File: src/rtl/fetch_ctrl.sv
// rtl/fetch_ctrl.sv - instruction fetch sequencer: PC, instruction register, valid/ready issue
// Optional single-step mode via FETCH_CTRL_SSTEP_EN (adds STEP input).
module fetch_ctrl #(
  parameter int              PC_W     = 4,
  parameter int              INS_W    = 11,
  parameter logic [PC_W-1:0] RESET_PC = '0,
  parameter logic [2:0]      OP_HALT  = 3'b011,
  parameter logic [2:0]      OP_JMP   = 3'b101,
  parameter logic [2:0]      OP_BRZ   = 3'b100
) (
  input  logic             CLK,
  input  logic             RST_N,
  input  logic             EN,
`ifdef FETCH_CTRL_SSTEP_EN
  input  logic             STEP,
`endif
  output logic [PC_W-1:0]  PC,
  input  logic [INS_W-1:0] RES_INS,
  input  logic             ZERO,
  output logic [INS_W-1:0] IR,
  output logic             IR_VALID,
  input  logic             EX_READY,
  output logic             HALTED
);

  typedef enum logic [1:0] {IDLE, FETCH, ISSUE, HALT} state_t;

  state_t          state, state_d;
  logic [PC_W-1:0] pc, pc_next;
  logic [INS_W-1:0] ir;
  logic            ir_valid, halted;
  logic            start, load_ir, fetch_halt, accept, single_step;
  logic [2:0]      ir_op;

`ifdef FETCH_CTRL_SSTEP_EN
  logic step_q;

  always_ff @(posedge CLK or negedge RST_N) begin
    if (!RST_N) step_q <= 1'b0;
    else        step_q <= STEP;
  end

  assign start       = EN & STEP & ~step_q;
  assign single_step = 1'b1;
`else
  assign start       = EN;
  assign single_step = 1'b0;
`endif

  assign ir_op = ir[INS_W-1 -: 3];

  always_comb begin
    pc_next = pc + PC_W'(1);
    if (ir_op == OP_JMP || (ir_op == OP_BRZ && ZERO)) pc_next = ir[PC_W-1:0];
  end

  always_ff @(posedge CLK or negedge RST_N) begin
    if (!RST_N) state <= IDLE;
    else        state <= state_d;
  end

  // RES_INS is only looked at in FETCH so an unknown memory word cannot leak elsewhere.
  always_comb begin
    state_d    = state;
    load_ir    = 1'b0;
    fetch_halt = 1'b0;
    accept     = 1'b0;
    case (state)
      IDLE:  if (start) state_d = FETCH;
      FETCH: begin
        load_ir = 1'b1;
        if (RES_INS[INS_W-1 -: 3] == OP_HALT) begin
          fetch_halt = 1'b1;
          state_d    = HALT;
        end else begin
          state_d = ISSUE;
        end
      end
      ISSUE: if (EX_READY) begin
        accept  = 1'b1;
        state_d = (EN && !single_step) ? FETCH : IDLE;
      end
      HALT:    state_d = HALT;
      default: state_d = IDLE;
    endcase
  end

  always_ff @(posedge CLK or negedge RST_N) begin
    if (!RST_N) begin
      pc       <= RESET_PC;
      ir       <= '0;
      ir_valid <= 1'b0;
      halted   <= 1'b0;
    end else begin
      if (load_ir) begin
        ir       <= RES_INS;
        ir_valid <= ~fetch_halt;
      end
      if (fetch_halt) halted <= 1'b1;
      if (accept) begin
        ir_valid <= 1'b0;
        pc       <= pc_next;
      end
    end
  end

  assign PC       = pc;
  assign IR       = ir;
  assign IR_VALID = ir_valid;
  assign HALTED   = halted;

endmodule

File: config.mk
export PLATFORM = sky130hd
export DESIGN_NAME = fetch_ctrl
export DESIGN_NICKNAME = d
export VERILOG_FILES = /design/src/rtl/fetch_ctrl.sv
export SDC_FILE = /design/constraint.sdc
export NUM_CORES = 1
export LEC_CHECK = 0
export CORE_MARGIN = 10
export CORE_UTILIZATION = 38
export CTS_CLUSTER_DIAMETER = 60
export DETAILED_ROUTE_END_ITERATION = 12
export GPL_TIMING_DRIVEN = 1
export PLACE_DENSITY_LB_ADDON = 0.08
export SYNTH_ARGS = -nofsm -noshare
export SYNTH_HDL_FRONTEND = slang
export SYNTH_SLANG_ARGS = --single-unit
File: constraint.sdc
create_clock -name CLK -period 1.3 [get_ports CLK]
set_input_delay 0.13 -clock CLK [delete_from_list [all_inputs] [get_ports CLK]]
set_output_delay 0.13 -clock CLK [all_outputs]
set_load 0.01 [all_outputs]
# == After elaboration in Yosys (flattened, before gate mapping) ==
# Cells that the tools add are included.
# classes
addsub,1
multipliers,0
div,0
order_cmp,0
n_eq_ne,8
shifts,0
muxes,13
bitwise_logic,1
n_reduce_logical,5
# op_table
cell,n
1-bit 2-to-1 mux,9
2-bit one-hot mux with 4 select lines,1
3-bit equality test (second input constant),2
4-bit by 1-bit adder with 4-bit output (second input constant),1
2-bit equality test (second input constant),2
2-bit 2-to-1 mux,2
4-bit 2-to-1 mux,1
2-bit inequality test (second input constant),2
3-bit by 2-bit equality test with 1-bit output (second input constant),1
2-bit by 1-bit equality test with 1-bit output (second input constant),1
2-bit zero test,1
2-bit AND reduction,1
2-bit nonzero test,1
1-bit logical AND,1
1-bit logical OR,1
1-bit inverter,1
# word_totals
reg_bits,19
latchBits,0
ram_bits,0
rom_bits,0
output_inout_bits,17
word_cells,33
n_memories,0

# == Longest topological paths before layout ==
# logic_depth
word_depth,6
mapped_depth,5
mapped_depth_nobuf,4

# == Worst setup path before layout ==
# Ideal clock, no wire load.
# synth_path
path_type,reg2reg
startpoint,"register ir[8], in the netlist IR[8]"
endpoint,"register pc[2], in the netlist PC[2]"
arrival_time_ps,1212
setup_slack_ps,-33
stages_incl_launch_ff,4
n_path_buf,0
period_less_slack_ps,1333
cell_sequence,dfrtp_1 o211ai_4 mux2_4 o22a_1
# synth_via
elab_chain_cells,4
elab_cells_between_ends,5
cone_classes,eq/ne (2); mux (1); reduce/logical (2)
# synth_rtl
element,line,rtl
start: declaration,30,logic [INS_W-1:0] ir;
start signal: assignment,91,ir <= '0;
start signal: assignment,96,ir <= RES_INS;
3-bit equality test,54,if (ir_op == OP_JMP || (ir_op == OP_BRZ && ZERO)) pc_next = ir[PC_W-1:0];
1-bit logical AND,54,
1-bit logical OR (*),54,
4-bit 2-to-1 mux (*),54,
end signal: assignment,102,pc <= pc_next;
end: declaration,29,"logic [PC_W-1:0] pc, pc_next;"
# Every way passes the cells marked *; elsewhere a longest branch is shown, timed or not.
# A chain may end at the register's enable or synchronous reset.

# == Final worst setup path ==
# Same ends and word-level chain as after synthesis.

==> reports/metrics.yaml <==
cts_tree: "yes"
postCtsHoldBufs: 0
vias: 658
cp-end-kind: "flop"
min_path_type: "input port to async pin"
drv_slew: 0
syn2layout_area_growth_pct: 52.8
final_cell_mix: "19 x dfrtp_1, 17 x dlygate4sd2_1, 15 x clkdlybuf4s50_1"
period_needed_ns: 1.40
wire_per_inst_um: 14.2
period_share_pct: 107
grt_max_degree: 20
dp.cells: 130
outcome: "complete, but fails checks"
finalCoreUtilization_pct: 60.0
nets: 129
grt_pass1_vias: 722
fin_ws_ns: -0.0953
wl_mm: 1.98
postSynthCellCount: 64
io_pins: 33
initial_core_util_pct: 39.2
cp_data_required_time_ns: 1.49
layout_commonest_cell: "dfrtp_1"
drtIter0Drc: 28
clkSinkCount: 19
vias_per_cell: 4.73
n_fill_cell: 196
arrival_ns: 1.59
antenna_left: 0
worstReg2RegStart: "IR[8]"
drc: 0
relSlewSlack_pct: 82.6
die-area_um2: 4560
finClkSkew_ns: 0.00270
insertion_delay_ns: 0.29
cts_buffers: 3
die_w_um: 67.6
reg2reg_setup_slack_ns: -0.1
grt_antenna_before_repair: 0
syn-num-nets: 81
p_per_area_nw_per_um2: 2230
finalNonFillerCells: 139
htree_num_levels: 1
worstSetupPathType: "flop to flop"
max_freq_ghz: 0.717
grt-ovfl-total: 0
drive_gt1_share_pct: 28.8
pre_cts_slack_ns: -0.197
finalHoldViolations: 0
ys_types: 21
numPortBuffers: 32
netlist_area_um2: 860
synth-seq-area-share_pct: 55.3
r2r_cells: 4
die_y_um: 67.6
r2r_end: "PC[2]"
failed_checks: "setup timing"
cts.clk_slew.worst_paths_ns: 0.10
clockBufferDepth: 2
setup_viol: 3
antenna_cells: 0
clockRootBuffer: "clkbuf_4"
rsz0062_at_grt: "true"
num_rows: 17
totalPowerFinal_mw: 2.93
cap_violations: 0
ys_ff_latch: 19
core-area_um2: 2190
gp_congestion: 0.671
cp-start-kind: "flop"
synth_area_per_cell_um2: 13.4
drt_pass1_iterations: 3
worst_slew_pin_slew_ns: 0.260
grt_pass1_wl_mm: 3.55
grt_usage_pct: 10.0
max-vdd-ir-drop_mv: 0.954
cp_max_fo: 4
yosys_warnings: 0
dpl.hpwl_mm: 1.48
holdWs_ns: 0.159
leakage_nw: 0.611
Yosys cell counts (all sizes together):
cell | number | area [um2]
o21ai | 3 | 15.0
buf | 2 | 22.5
mux2 | 12 | 158
nor2 | 1 | 3.75
a221o | 1 | 10.0
nand4 | 1 | 6.26
o22a | 2 | 17.5
a21oi | 4 | 20.0
nand2 | 5 | 18.8
nand3 | 2 | 10.0
nor2b | 1 | 6.26
ha | 1 | 12.5
nand2b | 2 | 12.5
mux2i | 1 | 10.0
o211ai | 1 | 21.3
a41o | 1 | 10.0
dfrtp | 19 | 475
nand3b | 1 | 11.3
nor3b | 1 | 7.51
inv | 3 | 11.3
worst max path at each step:
stage / startpoint / to / depth (start not counted)
6_report: IR[8] / PC[2] / 4
5_1_grt: IR[8] / PC[2] / 4
4_1_cts: IR[8] / PC[2] / 4
3_5_place_dp: ZERO / PC[2] / 4
3_3_place_gp: ZERO / PC[2] / 4
2_1_floorplan: IR[8] / PC[2] / 3
cell families after synthesis:
| kind of cell | Yosys count | share of synthesized area, % |
|---|---|---|
| buffers and inverters | 5 | 3.93 |
| AND/OR/NAND/NOR | 14 | 8.88 |
| adder cells (fa/ha/maj) | 1 | 1.46 |
| AO/OA/AOI/OAI | 12 | 10.9 |
| multiplexers | 13 | 19.5 |
| flip-flops | 19 | 55.3 |
per-layer routing:
layer  GRT usage (%)  wire length [um]  vias to the layer above
li1                -                 -                      321
met1            12.0               855                      317
met2            15.8               955                       16
met3            3.31               137                        4
met4            4.62                31                        0
met5               0                 0                        -
metrics by stage:
stage | setup TNS [ns] | area, um2
6_report | -0.196 | 1310
5_1_grt | -0.323 | 1310
3_5_place_dp | -0.681 | 1250
3_3_place_gp | -0.545 | 1250
2_1_floorplan | -0.00731 | 860
4_1_cts | -0.156 | 1300
power by group:
part           switching (mW)  internal (mW)  leakage, nW
logic                   0.640          0.933        0.373
clock network           0.176          0.119       0.0150
registers               0.178          0.884        0.222
critical path, stage by stage (launching register included):
cell and delay (ns):
dfrtp_1 0.41, buf_6 0.13, o211ai_4 0.24, mux2_4 0.32
o22a_1 0.19
timing repair:
| action | in CTS | in global routing |
|---|---|---|
| endpoints found under the setup margin | 17 | 6 |
| buffers inserted | 5 | 0 |
| pin swaps | 1 | 0 |
| gates resized for setup | 18 | 5 |
state kept, by name, summed over array words and instances, names as in the netlist:
register and flops:
IR 11, PC 4, state 2, HALTED 1, IR_VALID 1
area by class of cell:
class | instances | area [um2] | area share, %
Sequential cell | 19 | 475 | 36.2
Timing Repair Buffer | 45 | 408 | 31.0
Multi-Input combinational cell | 40 | 358 | 27.2
Tap cell | 28 | 35.0 | 2.67
Clock buffer | 4 | 26.3 | 2.00
Inverter | 3 | 11.3 | 0.857
Note: power is estimated with default switching activity, not from simulation.
